[src/rtl/prio_pkg.sv]
// Shared constants, FSM state type and a constant-function clog2 for the
// priority encoder / arbiter.
package prio_pkg;

    localparam int MODE_FIXED = 0;
    localparam int MODE_RR    = 1;

    typedef enum logic {
        ST_IDLE  = 1'b0,
        ST_GRANT = 1'b1
    } state_e;

    // Usable in parameter expressions on tools without $clog2.
    function automatic int clog2(input int value);
        int r;
        r = 0;
        while ((1 << r) < value) begin
            r = r + 1;
        end
        return r;
    endfunction

endpackage

[src/rtl/prio_pick.sv]
// Combinational pick: rotate requests so that index last-1 sits on top, take the
// highest set bit, then rotate the winner back to an absolute index.
module prio_pick
    import prio_pkg::*;
#(
    parameter  int N = 8,
    localparam int W = clog2(N)
) (
    input  logic [N-1:0] req,
    input  logic [W-1:0] last,
    input  logic         mode,
    output logic [W-1:0] code,
    output logic [N-1:0] onehot,
    output logic         any
);

    logic [W-1:0] base;
    logic [N-1:0] rot;
    logic [W-1:0] sel;
    logic [W:0]   code_sum;

    // Fixed priority is simply the round-robin scan with a zero rotation.
    assign base = mode ? last : '0;

    // Rotated bit gi holds req[(gi + base) mod N]; base < N keeps one subtraction enough.
    for (genvar gi = 0; gi < N; gi++) begin : g_rot
        logic [W:0]   src_sum;
        logic [W-1:0] src;
        assign src_sum = {1'b0, base} + (W+1)'(gi);
        assign src     = (src_sum >= (W+1)'(N)) ? W'(src_sum - (W+1)'(N)) : src_sum[W-1:0];
        assign rot[gi] = req[src];
    end

    always_comb begin
        sel = '0;
        for (int j = 0; j < N; j++) begin
            if (rot[j]) begin
                sel = W'(j);
            end
        end
    end

    assign code_sum = {1'b0, sel} + {1'b0, base};
    assign code     = (code_sum >= (W+1)'(N)) ? W'(code_sum - (W+1)'(N)) : code_sum[W-1:0];
    assign any      = |req;
    assign onehot   = any ? (N'(1) << code) : '0;

endmodule

[src/rtl/prio_enc_arb.sv]
// Registered priority encoder with valid/ready output: a grant is held frozen until
// the consumer accepts it, with one grant per clock when requests keep coming.
module prio_enc_arb
    import prio_pkg::*;
#(
    parameter  int N    = 8,
    parameter  int MODE = MODE_FIXED,
    localparam int W    = clog2(N)
) (
    input  logic         clk,
    input  logic         reset,
    input  logic [N-1:0] req,
    input  logic         out_ready,
    output logic         out_valid,
    output logic [W-1:0] out_code,
    output logic [N-1:0] out_onehot,
    output logic         busy_any
);

    state_e       state_q;
    logic         valid_q;
    logic [W-1:0] code_q;
    logic [N-1:0] onehot_q;
    logic [W-1:0] last_q;
    logic [W-1:0] last_d;
    logic         accept;

    logic [W-1:0] pick_code;
    logic [N-1:0] pick_onehot;
    logic         pick_any;

    assign accept = valid_q & out_ready;

    // A back-to-back reload must already see the grant being accepted on this edge.
    assign last_d = accept ? code_q : last_q;

    prio_pick #(
        .N(N)
    ) u_pick (
        .req   (req),
        .last  (last_d),
        .mode  (MODE == MODE_RR),
        .code  (pick_code),
        .onehot(pick_onehot),
        .any   (pick_any)
    );

    always_ff @(posedge clk or posedge reset) begin
        if (reset) begin
            state_q  <= ST_IDLE;
            valid_q  <= 1'b0;
            code_q   <= '0;
            onehot_q <= '0;
            last_q   <= '0;
        end else begin
            case (state_q)
                ST_IDLE: begin
                    if (pick_any) begin
                        valid_q  <= 1'b1;
                        code_q   <= pick_code;
                        onehot_q <= pick_onehot;
                        state_q  <= ST_GRANT;
                    end
                end
                ST_GRANT: begin
                    if (out_ready) begin
                        last_q <= last_d;
                        if (pick_any) begin
                            code_q   <= pick_code;
                            onehot_q <= pick_onehot;
                        end else begin
                            valid_q  <= 1'b0;
                            onehot_q <= '0;
                            state_q  <= ST_IDLE;
                        end
                    end
                end
                default: begin
                    valid_q  <= 1'b0;
                    onehot_q <= '0;
                    state_q  <= ST_IDLE;
                end
            endcase
        end
    end

    assign out_valid  = valid_q;
    assign out_code   = code_q;
    assign out_onehot = onehot_q;
    assign busy_any   = |req;

endmodule

[config.mk]
export PLATFORM = sky130hd
export DESIGN_NAME = prio_enc_arb
export DESIGN_NICKNAME = d
export VERILOG_FILES = /design/src/rtl/prio_pkg.sv /design/src/rtl/prio_pick.sv /design/src/rtl/prio_enc_arb.sv
export SDC_FILE = /design/constraint.sdc
export NUM_CORES = 1
export LEC_CHECK = 0
export CORE_MARGIN = 2
export CORE_UTILIZATION = 42
export CTS_CLUSTER_SIZE = 8
export DETAILED_ROUTE_END_ITERATION = 8
export GPL_TIMING_DRIVEN = 0
export PLACE_DENSITY = 0.62
export SLEW_MARGIN = 10
export SYNTH_ARGS = -nofsm -noshare
export SYNTH_HDL_FRONTEND = slang
export SYNTH_HIERARCHICAL = 1
export SYNTH_SLANG_ARGS = --single-unit
export TNS_END_PERCENT = 30
[constraint.sdc]
create_clock -name clk -period 2.1 [get_ports clk]
set_clock_uncertainty 0.2 [all_clocks]
set_input_delay 0.42 -clock clk [delete_from_list [all_inputs] [get_ports clk]]
set_output_delay 0.42 -clock clk [all_outputs]
set_load 0.03 [all_outputs]
==> results.txt, run 1 <==
The post-detailed-route wirelength per cell works out to 15.27 um. Setup repair after global routing could not meet its margin everywhere. Area fraction of the dominant cell type after synthesis: 26.29%.

The final routed DRC violation total is 0, and the number of pins with negative max-slew slack in the final report is 0. Setup violations remaining at the end of the flow were counted as 12. Summing all multi-input logic gate instances after layout gives 0.001146 sq mm.

Clock tree synthesis found a total of 16 sinks. The count of nets left with antenna violations once routing finished came out at 0. By area, the combinational part of the netlist is dominated by multiplexers. From synthesis to final layout, the design area changed by 36.32%. The synthesized netlist devotes 15.78% of its cell area to simple gates. Via-per-instance ratio: 5.560. Averaged over all synthesized cells, the footprint is 9.888 sq um. The checks that failed: negative setup slack. In this run the static leakage power is 0.9229 nW. For this block, the routed nets add up to 3681 um of wire. The deepest level of the CTS H-tree was 1; the global-route wire length before repair was 6389 um.

The hold-fix buffer count after cts was 0; the final critical-path required period was 2.445 ns. Summing all non-filler instances in the final layout gives an area of 0.002076 sq mm. At the pin with the least slew margin, the transition time is 0.6491 ns. The worst hold margin is 0.1917 ns, and the pin count of the biggest net entering global routing is 17. Port buffering added 22 buffers. The HPWL after detailed placement was 2548 um. The post-synthesis xor/xnor area fraction was 3.944%. At the placement stage, the worst setup path has a slack of -1.252 ns.

The remaining global-route overflow was 0; the count of flip-flops with a built-in enable after synthesis was 0. The clock passes through at most 2 buffers. CTS placed an instance of sky130_fd_sc_hd__clkbuf_4 at the clock tree root. The type of the worst setup path was in2reg. Of the post-synthesis cell area, the part taken by muxes is 30.65%.

Accumulated negative setup slack: -2.792 ns. The commonest register cell after synthesis was sky130_fd_sc_hd__dfrtp_1. Number of inserted filler cells in the final layout: 295.

Ranked by total cell area, the synthesized netlist is headed by sky130_fd_sc_hd__dfrtp_1 26%, sky130_fd_sc_hd__mux2i_1 15%, sky130_fd_sc_hd__mux2_2 6.7%. The logs give -0.3451 ns for the worst setup slack after layout and 0.0008468 V for the worst-case vdd ir drop. The top cell type by total area after synthesis is sky130_fd_sc_hd__dfrtp_1. The repair_antennas step left the layout with diodes totalling 0. The design draws 3.377 mW. Total placed cells including tap cells: 224. TritonCTS built the clock tree. Counting flops and latches in the post-synthesis netlist gives 16. The sequential cells in the finished layout cover a total of 400.4 sq um.

Along the worst path, the maximum fanout reaches 4. The number of synthesis warnings was 6. The initial antenna violation count was 0. The core region is 0.003416 sq mm.

The floorplan row count came out at 21. At the end of routability-driven placement, the weighted congestion stood at 0.7597. The number of DRC markers after the initial detailed-route iteration is 54.

The data arrival at the endpoint of the critical path was 2.47 ns; the number of non-filler instances in the completed layout was 241. The post-synthesis cell area was 0.001523 sq mm. After layout, the worst path uses 116.4% of the clock period. For this run, the total global-route usage over all layers was measured as 19.40%. The portion of the post-synthesis area used by sequential elements was 26.29%. Power spread over the standard cell area amounts to 1627 mW/mm^2. The run gives 39 as the unique cell type count in the Yosys netlist. Measured against its own limit, the worst slew margin works out to 56.33%. The die is 64.21 um tall. The top cell types in the final layout, fill and taps aside, are 18 x sky130_fd_sc_hd__nand2_1, 17 x sky130_fd_sc_hd__mux2i_1, 16 x sky130_fd_sc_hd__dfrtp_1. Cells with a size suffix above 1 make up 40.00% of the layout.

The logs give 409.0 MHz for the maximum frequency from static timing analysis and 0 for the number of max-cap violations. The routed layout has 1,340 vias. For this run, the share of the core covered by cells in the final layout is 60.77%. The min-delay analysis places its worst path in the category in2reg.

Counting the buffers created by CTS gives 3. The number of instances in the synthesized netlist was 154; the total placed instance area was 0.001838 sq mm. Summing the areas of all compound-gate instances in the mapped netlist gives 13.48% of the synthesized area. For the number of endpoints with negative hold slack in the final report, the log shows 0. The die covers 0.004123 sq mm. The share of flip-flops with an asynchronous set or reset after synthesis is 100.0%. Endpoint class of the critical path: a register. The top-level port count is 24, and the arithmetic-cell share of the synthesized area counting full adders, half adders and majority gates is 2.958%. The worst setup path is launched from an input pin. The library cell used most frequently in the layout, excluding fill and tap cells, is sky130_fd_sc_hd__nand2_1. STA puts the critical path data required time at 2.13 ns.

For the number of nets in the layout, the log shows 210. Overall die width: 64.21 um. After clock tree synthesis, the clock-pin slew on the worst setup and hold paths is 0.10 ns. For the worst-skew pair, the clock arrives at the later sink with an insertion delay of 0.29 ns. The flow ran to the end, but the final reports show violations. Once the floorplan was initialized, standard cells occupied 44.58% of the core. The count of TritonRoute iterations in the first routing pass is 5, and the number of global-route vias before repair is 1,379.
[final timing paths]
kind / cells past startpoint / end / slack [ns] / startpoint
hold / removal: 2 / out_valid / 0.19 / out_ready
hold reg to reg: 1 / last_q[2] / 0.32 / last_q[2]
max in group asynchronous: 2 / state_q / 1.01 / reset
setup / recovery: 12 / out_onehot[7] / -0.35 / req[3]
min in group asynchronous: 2 / out_onehot[5] / 0.29 / reset
setup reg to reg: 3 / last_q[1] / 0.70 / state_q
[logic make-up after synthesis]
family,count (synthesis)
compound gates,31
xor+xnor,6
fa+ha+maj,3
buf+inv,15
flops,16
mux,39
other cells,1
simple gates,43
[report_power, final]
part	internal, mW	switching, mW	leakage, nW
registers	0.421	0.0820	0.199
clock network	0.105	0.102	0.0210
logic	1.35	1.32	0.703
[sequential cells by signal (all words and copies together) (netlist names)]
signal and count:
out_valid 1, state_q 1, last_q 3, out_code 3, out_onehot 8
[metal layers]
metal	track usage [%]	routed length (um)	vias up
met5	0	0	-
met4	1.596	27	0
li1	-	-	654
met1	27.49	1747	655
met2	32.16	1781	27
met3	3.521	124	4
[synthesized netlist by cell type (2+ instances only)]
master	n
sky130_fd_sc_hd__a21oi_1	5
sky130_fd_sc_hd__a22o_2	3
sky130_fd_sc_hd__a31oi_1	3
sky130_fd_sc_hd__a32oi_1	5
sky130_fd_sc_hd__and3_1	2
sky130_fd_sc_hd__buf_4	2
sky130_fd_sc_hd__buf_6	5
sky130_fd_sc_hd__dfrtp_1	16
sky130_fd_sc_hd__ha_1	2
sky130_fd_sc_hd__inv_1	7
sky130_fd_sc_hd__mux2_2	9
sky130_fd_sc_hd__mux2_4	3
sky130_fd_sc_hd__mux2i_1	23
sky130_fd_sc_hd__mux4_2	4
sky130_fd_sc_hd__nand2_1	22
sky130_fd_sc_hd__nand2b_1	2
sky130_fd_sc_hd__nand3_1	2
sky130_fd_sc_hd__nor2_1	2
sky130_fd_sc_hd__nor4_1	4
sky130_fd_sc_hd__o21ai_0	11
sky130_fd_sc_hd__xnor2_1	2
sky130_fd_sc_hd__xor2_1	3
[worst max-delay path, cell delays in order]
cell	delay, ns
sky130_fd_sc_hd__buf_8	0.08
sky130_fd_sc_hd__mux2i_4	0.06
sky130_fd_sc_hd__mux4_2	0.51
sky130_fd_sc_hd__nand2_2	0.11
sky130_fd_sc_hd__a31oi_4	0.09
sky130_fd_sc_hd__fa_2	0.49
sky130_fd_sc_hd__inv_2	0.08
sky130_fd_sc_hd__and3_4	0.19
sky130_fd_sc_hd__nand2_4	0.05
sky130_fd_sc_hd__mux2i_2	0.18
sky130_fd_sc_hd__mux2i_1	0.10
sky130_fd_sc_hd__o21ai_1	0.12
[final cells by class]
cell class                      count  share of cell area [%]
Multi-Input combinational cell    125                   55.21
Tap cell                           46                   2.773
Clock buffer                        4                   1.748
Inverter                            8                   1.447
Buffer                              7                   3.436
Sequential cell                    16                   19.29
Timing Repair Buffer               35                   16.09
[timing repair]
action,CTS,global route
endpoints found under the setup margin,14,14
pin swaps,7,13
resized for setup,44,25
setup buffers,7,6
No activity file was read; power rests on OpenSTA's default activity.
==> run 2, diff against run 1 <==
Settings changed: CTS_CLUSTER_DIAMETER set to 120.
==> results of run 2 <==
Final layout, timing and power as in run 1 (identical DEF).
